===== config.mk =====
export PLATFORM = sky130hd
export DESIGN_NAME = frame_minmax_tracker
export DESIGN_NICKNAME = d
export VERILOG_FILES = /design/src/rtl/frame_minmax_tracker.sv
export SDC_FILE = /design/constraint.sdc
export NUM_CORES = 1
export LEC_CHECK = 0
export CAP_MARGIN = 20
export CORE_MARGIN = 4
export CORE_UTILIZATION = 40
export CTS_CLUSTER_DIAMETER = 150
export DETAILED_ROUTE_END_ITERATION = 8
export PLACE_DENSITY_LB_ADDON = 0.12
export SYNTH_ARGS = -nofsm -noshare
export SYNTH_HDL_FRONTEND = slang
export SYNTH_SLANG_ARGS = --single-unit
export TNS_END_PERCENT = 30

===== constraint.sdc =====
create_clock -name clk -period 3.28 [get_ports clk]
set_clock_uncertainty 0.05 [all_clocks]
set_input_delay 0.656 -clock clk [delete_from_list [all_inputs] [get_ports clk]]
set_output_delay 0.656 -clock clk [all_outputs]
set_load 0.01 [all_outputs]

===== src/rtl/frame_minmax_tracker.sv =====
// Per-frame statistics over a 4-bit sample stream: max, min, and rise/fall counts
// between consecutive samples. Each frame result is handed off through a valid/ready hold stage.

module comparator_4bit (
  input  logic [3:0] a,
  input  logic [3:0] b,
  output logic       a_gt_b,
  output logic       a_lt_b,
  output logic       a_eq_b
);
  assign a_gt_b = (a > b);
  assign a_lt_b = (a < b);
  assign a_eq_b = (a == b);
endmodule

module frame_minmax_tracker #(
  parameter  int DATA_W    = 4,
  parameter  int FRAME_LEN = 8,
  localparam int CNT_W     = $clog2(FRAME_LEN + 1)
) (
  input  logic              clk,
  input  logic              rst_n,
  input  logic              clear,
  input  logic              in_valid,
  output logic              in_ready,
  input  logic [DATA_W-1:0] in_data,
  output logic              out_valid,
  input  logic              out_ready,
  output logic [DATA_W-1:0] out_max,
  output logic [DATA_W-1:0] out_min,
  output logic [CNT_W-1:0]  out_rise,
  output logic [CNT_W-1:0]  out_fall
);

  typedef enum logic [1:0] {IDLE, ACCUM, HOLD} state_t;

  localparam logic [CNT_W-1:0] LAST_IDX = CNT_W'(FRAME_LEN);

  state_t            state_q, state_d;
  logic [DATA_W-1:0] max_q, max_d;
  logic [DATA_W-1:0] min_q, min_d;
  logic [DATA_W-1:0] prev_q, prev_d;
  logic [CNT_W-1:0]  rise_q, rise_d;
  logic [CNT_W-1:0]  fall_q, fall_d;
  logic [CNT_W-1:0]  idx_q, idx_d;
  logic              out_valid_q, out_valid_d;
  logic [DATA_W-1:0] out_max_q, out_max_d;
  logic [DATA_W-1:0] out_min_q, out_min_d;
  logic [CNT_W-1:0]  out_rise_q, out_rise_d;
  logic [CNT_W-1:0]  out_fall_q, out_fall_d;

  logic              accept;
  logic              xfer;
  logic [DATA_W-1:0] acc_max, acc_min;
  logic [CNT_W-1:0]  acc_rise, acc_fall, acc_idx;

  // Comparator lanes: 0 = running max, 1 = running min, 2 = previous sample
  logic [DATA_W-1:0] cmp_ref [3];
  logic [2:0]        cmp_gt, cmp_lt, cmp_eq;
  logic              unused_cmp;

  assign cmp_ref[0] = max_q;
  assign cmp_ref[1] = min_q;
  assign cmp_ref[2] = prev_q;

  genvar gi;
  generate
    for (gi = 0; gi < 3; gi++) begin : g_cmp
      comparator_4bit u_cmp (
        .a      (in_data),
        .b      (cmp_ref[gi]),
        .a_gt_b (cmp_gt[gi]),
        .a_lt_b (cmp_lt[gi]),
        .a_eq_b (cmp_eq[gi])
      );
    end
  endgenerate

  // Equality carries no update; only the directional flags drive the datapath.
  assign unused_cmp = ^{cmp_eq, cmp_lt[0], cmp_gt[1]};

  assign accept   = in_valid & in_ready;
  assign xfer     = out_valid_q & out_ready;
  assign in_ready = (state_q != HOLD);

  assign acc_max  = cmp_gt[0] ? in_data : max_q;
  assign acc_min  = cmp_lt[1] ? in_data : min_q;
  assign acc_rise = rise_q + CNT_W'(cmp_gt[2]);
  assign acc_fall = fall_q + CNT_W'(cmp_lt[2]);
  assign acc_idx  = idx_q + CNT_W'(1);

  always_comb begin
    state_d     = state_q;
    max_d       = max_q;
    min_d       = min_q;
    prev_d      = prev_q;
    rise_d      = rise_q;
    fall_d      = fall_q;
    idx_d       = idx_q;
    out_valid_d = out_valid_q;
    out_max_d   = out_max_q;
    out_min_d   = out_min_q;
    out_rise_d  = out_rise_q;
    out_fall_d  = out_fall_q;

    if (clear) begin
      state_d     = IDLE;
      out_valid_d = 1'b0;
      idx_d       = '0;
      rise_d      = '0;
      fall_d      = '0;
    end else begin
      case (state_q)
        IDLE: begin
          if (accept) begin
            max_d  = in_data;
            min_d  = in_data;
            prev_d = in_data;
            rise_d = '0;
            fall_d = '0;
            idx_d  = CNT_W'(1);
            if (FRAME_LEN == 1) begin
              state_d     = HOLD;
              out_valid_d = 1'b1;
              out_max_d   = in_data;
              out_min_d   = in_data;
              out_rise_d  = '0;
              out_fall_d  = '0;
            end else begin
              state_d = ACCUM;
            end
          end
        end
        ACCUM: begin
          if (accept) begin
            max_d  = acc_max;
            min_d  = acc_min;
            prev_d = in_data;
            rise_d = acc_rise;
            fall_d = acc_fall;
            idx_d  = acc_idx;
            // Publish the updated statistics on the same edge that takes the last sample
            if (acc_idx == LAST_IDX) begin
              state_d     = HOLD;
              out_valid_d = 1'b1;
              out_max_d   = acc_max;
              out_min_d   = acc_min;
              out_rise_d  = acc_rise;
              out_fall_d  = acc_fall;
            end
          end
        end
        HOLD: begin
          if (xfer) begin
            state_d     = IDLE;
            out_valid_d = 1'b0;
          end
        end
        default: state_d = IDLE;
      endcase
    end
  end

  always_ff @(posedge clk or negedge rst_n) begin
    if (!rst_n) begin
      state_q     <= IDLE;
      max_q       <= '0;
      min_q       <= '0;
      prev_q      <= '0;
      rise_q      <= '0;
      fall_q      <= '0;
      idx_q       <= '0;
      out_valid_q <= 1'b0;
      out_max_q   <= '0;
      out_min_q   <= '0;
      out_rise_q  <= '0;
      out_fall_q  <= '0;
    end else begin
      state_q     <= state_d;
      max_q       <= max_d;
      min_q       <= min_d;
      prev_q      <= prev_d;
      rise_q      <= rise_d;
      fall_q      <= fall_d;
      idx_q       <= idx_d;
      out_valid_q <= out_valid_d;
      out_max_q   <= out_max_d;
      out_min_q   <= out_min_d;
      out_rise_q  <= out_rise_d;
      out_fall_q  <= out_fall_d;
    end
  end

  assign out_valid = out_valid_q;
  assign out_max   = out_max_q;
  assign out_min   = out_min_q;
  assign out_rise  = out_rise_q;
  assign out_fall  = out_fall_q;

endmodule


==> results of run 1 <==
## path summary, 6_finish.rpt
path                                to  startpoint
min in group clk             prev_q[3]   prev_q[3]
max                        out_rise[1]  in_data[1]
min                         out_min[2]       rst_n
max in group asynchronous    prev_q[3]       rst_n
max reg2reg                out_rise[1]   prev_q[1]
min reg2reg                  prev_q[3]   prev_q[3]
## power groups by stage
stage | Combinational (W) | Clock, W | Sequential [W]
4_1_cts | 0.000316 | 0.000409 | 0.000605
3_3_place_gp | 0.000312 | 0 | 0.000615
5_1_grt | 0.000369 | 0.000434 | 0.000611
3_5_place_dp | 0.000315 | 0 | 0.000615
6_report | 0.000315 | 0.000400 | 0.000605
2_1_floorplan | 0.000218 | 0 | 0.000607
## per-stage QoR
step	utilization, %	cells	hold slack [ps]	cell area (um^2)	setup WS [ps]
global placement	48.1	329	412	2660	303
finish	50.3	337	239	2790	552
global route	50.3	337	262	2790	350
floorplan	-	231	310	2300	884
CTS	49.9	336	435	2770	527
detailed placement	48.1	329	419	2660	225
## logic make-up (layout without fill, tap and decap cells)
group	count (synthesis)	after routing
compound gates	67	67
xor+xnor	6	6
fa+ha+maj	16	16
simple gates	69	69
buf+inv	19	53
mux	11	11
flops	43	43
## layer usage
| layer | GRT usage (%) | up-vias | wire length [um] |
|---|---|---|---|
| met5 | 0 | - | 0 |
| met3 | 3.06 | 5 | 159 |
| met2 | 24.1 | 36 | 2280 |
| met1 | 22.4 | 836 | 2550 |
| met4 | 4.97 | 0 | 56 |
| li1 | - | 880 | - |
## worst max-delay path, stage by stage
cell             delay [ps]
clkdlybuf4s50_1         450
ha_1                    320
nor2b_1                 130
o21ai_0                 140
nand2b_1                 80
a21oi_1                 210
a41oi_1                  90
ha_1                    230
ha_1                    290
mux2_4                  270
## layout make-up
class                           instances  area [um^2]
Sequential cell                        43         1080
Multi-Input combinational cell        169         1140
Fill cell                             564         2750
Clock buffer                            6         72.6
Inverter                               11         41.3
Tap cell                               72         90.1
Timing Repair Buffer                   35          335
Clock inverter                          1         30.0
## cell usage in the layout, fill, tap and decap left out, types with 2 or more instances in the layout
cell type,netlist,routed
buf_4,1,8
dfrtp_1,43,43
a21o_1,2,2
nand4_1,2,2
nand2b_1,5,5
nand3_1,5,5
xor2_1,3,3
o21ai_0,29,29
a21oi_1,14,14
clkbuf_8,0,5
nor2b_1,7,7
inv_1,11,11
mux2_4,4,4
a22o_1,5,5
xnor2_1,3,3
a21boi_0,2,2
nor2_1,9,9
o31ai_1,3,3
mux2i_1,7,7
o32ai_1,3,3
nand2_1,32,32
ha_1,16,16
o211ai_1,2,2
clkdlybuf4s50_1,0,25
==> flow_metrics.py, run 1 <==
metrics = {
    "hold_path": {
        "hold_class": "input pin to asynchronous set/reset pin",
    },
    "global_routing": {
        "grt_max_degree": 44,
        "grt_pass1_vias": 1835,
        "grt_pass1_wl_um": 8870,
        "antenna_found_initial": 0,
        "grt_usage_pct": 15.7,
        "overflow": 0,
    },
    "yosys": {
        "yosys.area_share.simple_pct": 15.4,
        "async_flop_share_pct": 100,
        "synth_ff_type": "dfrtp_1",
        "yosys.area_share.xor_xnor_pct": 2.29,
        "synth-edff-count": 0,
        "yosysSeqAreaShare_pct": 46.9,
        "syn_area_per_cell_um2": 9.94,
        "synthMuxAreaShare_pct": 5.67,
        "ys_warn_count": 0,
        "synth_adder_area_share_pct": 8.72,
        "synth_nets": 256,
        "synth.most_common_cell": "dfrtp_1",
        "synth.distinct_cells": 40,
        "synth-seq-cells": 43,
        "ys_top_cells_by_area": "dfrtp_1, ha_1, o21ai_0",
        "synth_top_area_cell": "dfrtp_1",
        "synthTopCellsByCount": "dfrtp_1, nand2_1, o21ai_0",
        "netlist.area_leader.share_pct": 46.9,
        "synth.cell_area_mm2": 0.00230,
        "synth_top_family_by_area": "compound AO/OA/AOI/OAI gates",
        "synth_cells": 231,
        "synth-compound-area-share_pct": 17.6,
    },
    "sta": {
        "fin_setup_tns_ps": 0,
        "hold_viol": 0,
        "fin_crit_ps": 2730,
        "tightest_slew_ps": 702,
        "rsz0062_at_grt": "false",
        "setup_viol": 0,
        "timing.final.crit_share_pct": 83.2,
        "maxSlewViolCount": 0,
        "max_freq_mhz": 367,
        "slew_headroom_pct": 53.1,
    },
    "floorplanning": {
        "initial_core_util_pct": 41.4,
        "dieHeight_um": 83.8,
        "row_count": 27,
        "dieArea_mm2": 0.00702,
        "die_w_um": 83.8,
        "io_pins": 27,
        "core_mm2": 0.00554,
    },
    "drt": {
        "routed_wl_um": 5050,
        "dr.pass1.iters": 4,
        "avgViaCountPerCell": 5.21,
        "drc": 0,
        "dr.first_iter.drc_count": 72,
        "avgRoutedWirePerCell_um": 15.0,
        "drtAntennaViolNets": 0,
        "via_count": 1757,
    },
    "pwr": {
        "power_density_mw_per_mm2": 474,
        "ir_worst_vdd_v": 0.000200,
        "switching_share_pct": 29.2,
        "total_power_w": 0.00132,
        "internal_power_w": 0.000935,
        "power_frac_clock_pct": 30.3,
        "p_leak_nw": 1.29,
        "pwr-share-seq_pct": 45.8,
        "comb_power_share_pct": 23.9,
        "p_sw_w": 0.000385,
    },
    "clock_network": {
        "post-cts-setup-buffer-count": 0,
        "cts_buffers": 5,
        "cts_hold_buf": 0,
        "htree_num_levels": 2,
        "clock_sinks": 43,
        "cts.path.max_buffers": 2,
        "cts.repair.resized": 0,
        "clk_pin_slew_ps": 80,
        "clockRootBuffer": "clkbuf_8",
        "clock_latency_ps": 290,
        "cts_tree": "built",
    },
    "cells_and_area": {
        "diodes": 0,
        "drive_gt1_share_pct": 9.43,
        "synthToLayoutAreaGrowth_pct": 21.4,
        "nets": 290,
    },
    "flow_run": {
        "cap_violations": 0,
    },
    "setup_path": {
        "start_kind": "input pin",
        "reg2reg_depth": 10,
        "path_max_fanout": 2,
        "criticalPathCategory": "input pin to flop",
        "arrival_ps": 2850,
        "regToRegSetupSlack_ps": 1020,
        "worst_ep_required_time_ps": 3410,
        "cp-end-kind": "flop",
    },
    "place": {
        "port_buffers": 26,
        "routabilityCongestion": 0.775,
        "dp_hpwl_um": 3570,
    },
    "status": {
        "status": "finished, final reports clean",
    },
}
No activity file was read; power rests on OpenSTA's default activity.
==> inputs of run 2 (changes only) <==
==> constraint.sdc (replaced) <==
create_clock -name clk -period 2.25 [get_ports clk]
set_clock_uncertainty 0.05 [all_clocks]
set_input_delay 0.45 -clock clk [delete_from_list [all_inputs] [get_ports clk]]
set_output_delay 0.45 -clock clk [all_outputs]
set_load 0.01 [all_outputs]
==> flow_metrics.py, run 2 (synthesis gave the netlist of run 1 again) <==
metrics = {
    "status": {
        "status": "finished, final reports clean",
    },
    "sta": {
        "timing.final.ws_setup_ps": 107,
        "hold_viol": 0,
        "maxSlewViolCount": 0,
        "rsz0062_at_grt": "false",
        "slew_headroom_pct": 33.5,
        "max_freq_mhz": 467,
        "setup_viol": 0,
        "tightest_slew_ps": 998,
        "fin_crit_ps": 2140,
        "timing.final.crit_share_pct": 95.3,
    },
    "place": {
        "dp_hpwl_um": 3620,
        "postPlaceCellArea_mm2": 0.00280,
        "routabilityCongestion": 0.785,
        "port_buffers": 26,
        "post-place-ws_ps": -581,
        "dp.cells": 344,
    },
    "clock_network": {
        "htree_num_levels": 2,
        "clock_sinks": 43,
        "cts_tree": "built",
        "clk_pin_slew_ps": 90,
        "clock_latency_ps": 300,
        "cts.path.max_buffers": 2,
        "clockRootBuffer": "clkbuf_8",
        "cts_hold_buf": 0,
        "post-cts-setup-buffer-count": 0,
        "cts_buffers": 5,
    },
    "drt": {
        "drtAntennaViolNets": 0,
        "avgViaCountPerCell": 5.09,
        "dr.first_iter.drc_count": 82,
        "routed_wl_um": 4910,
        "avgRoutedWirePerCell_um": 13.9,
        "drc": 0,
        "via_count": 1793,
        "dr.pass1.iters": 4,
    },
    "hold_path": {
        "hold_class": "input pin to asynchronous set/reset pin",
    },
    "cells_and_area": {
        "nets": 304,
        "synthToLayoutAreaGrowth_pct": 27.4,
        "diodes": 0,
        "fin_util_pct": 52.8,
        "drive_gt1_share_pct": 16.4,
        "stdcell_area_mm2": 0.00293,
        "final_cell_mix": "dfrtp_1, nand2_1, o21ai_0, clkdlybuf4s50_1, buf_4",
        "final_cells": 352,
        "final_common_cell": "dfrtp_1",
    },
    "floorplanning": {
        "io_pins": 27,
        "initial_core_util_pct": 41.4,
        "dieHeight_um": 83.8,
        "core_mm2": 0.00554,
        "row_count": 27,
        "dieArea_mm2": 0.00702,
        "die_w_um": 83.8,
    },
    "global_routing": {
        "grt_max_degree": 25,
        "grt_usage_pct": 15.2,
        "antenna_found_initial": 0,
        "grt_pass1_wl_um": 8620,
        "grt_pass1_vias": 1800,
        "overflow": 0,
    },
    "pwr": {
        "total_power_w": 0.00190,
        "power_density_mw_per_mm2": 649,
        "ir_worst_vdd_v": 0.000282,
        "p_leak_nw": 1.36,
    },
    "setup_path": {
        "arrival_ps": 2290,
        "slowest_delay_ps": 500,
        "path_max_fanout": 4,
        "cp.depth": 7,
        "worst_ep_required_time_ps": 2390,
        "criticalPathCategory": "input pin to flop",
        "worstPathCellList": "clkdlybuf4s50_1 > ha_1 > a21oi_2 > buf_4 > ha_1 > ha_1 > mux2_4",
        "cp-end-kind": "flop",
        "reg2reg_depth": 10,
        "r2r-start": "prev_q[1]",
        "crit_family": "adder cells",
        "crit_buf_inv": 2,
        "cp_slowest_cell": "clkdlybuf4s50_1",
        "critPathMostFrequentCell": "ha_1",
        "start_kind": "input pin",
        "cp-startpoint": "in_data[3]",
    },
    "flow_run": {
        "cap_violations": 0,
    },
}
==> run 2: cell types whose count changed in the layout (fill, tap and decap cells not counted), moves of 2 or more <==
cell / change
buf_4: +13
clkdlybuf4s50_1: -3
ha_1: -3
dlygate4sd2_1: +2
ha_4: +2
==> run 2: metrics by stage <==
| stage | hold WS, ps | TNS (ps) |
|---|---|---|
| after CTS | 69.2 | 0 |
| after global routing | 80.7 | 0 |
| after detailed placement | 397 | -8840 |
| after global placement | 404 | -8190 |
| final | 54.7 | 0 |
| after floorplan | 104 | 0 |
==> run 2: worst paths after layout <==
check	end	slack, ps
max in group asynchronous	max_q[0]	1590
hold reg to reg	out_min[0]	430
setup / recovery	out_fall[1]	110
setup reg to reg	out_fall[1]	130
hold / removal	out_fall[3]	50
min in group clk	out_min[0]	430
==> run 2: layer usage <==
| metal | GRT usage (%) | share of wire, % | wire length [um] |
|---|---|---|---|
| met1 | 20.7 | 50 | 2460 |
| met2 | 23.6 | 45 | 2190 |
| met3 | 3.65 | 3.8 | 187 |
| met4 | 5.26 | 1.4 | 67 |
| met5 | 0 | 0 | 0 |
==> run 2: worst reg2reg max path: stages, from the launching register on <==
cell and delay (ps):
dfrtp_1 380, inv_2 80, ha_4 200, nor2b_1 120, o21ai_0 130, nand2b_1 90, a21oi_2 170, buf_4 130
ha_1 160, ha_1 240, mux2_4 270
==> run 2: area by class of cell <==
class	instances	area [um^2]
clock inverter	2	12.5
multi-input combinational	169	1180
clock buffer	6	72.6
tap	72	90.1
sequential	43	1080
timing repair buffer	49	453
fill	518	2620
inverter	11	41.3
==> run 2: timing repair <==
action,4_1_cts,5_1_grt
pin swaps,4,1
endpoints found under the setup margin,14,5
gates resized for setup,5,4
==> run 2: where the power goes <==
part	internal [W]	switching [W]	leakage (nW)
registers	0.000829	0.0000551	0.575
logic	0.000261	0.000264	0.744
clock network	0.000217	0.000272	0.0412
total	0.00131	0.000591	1.36
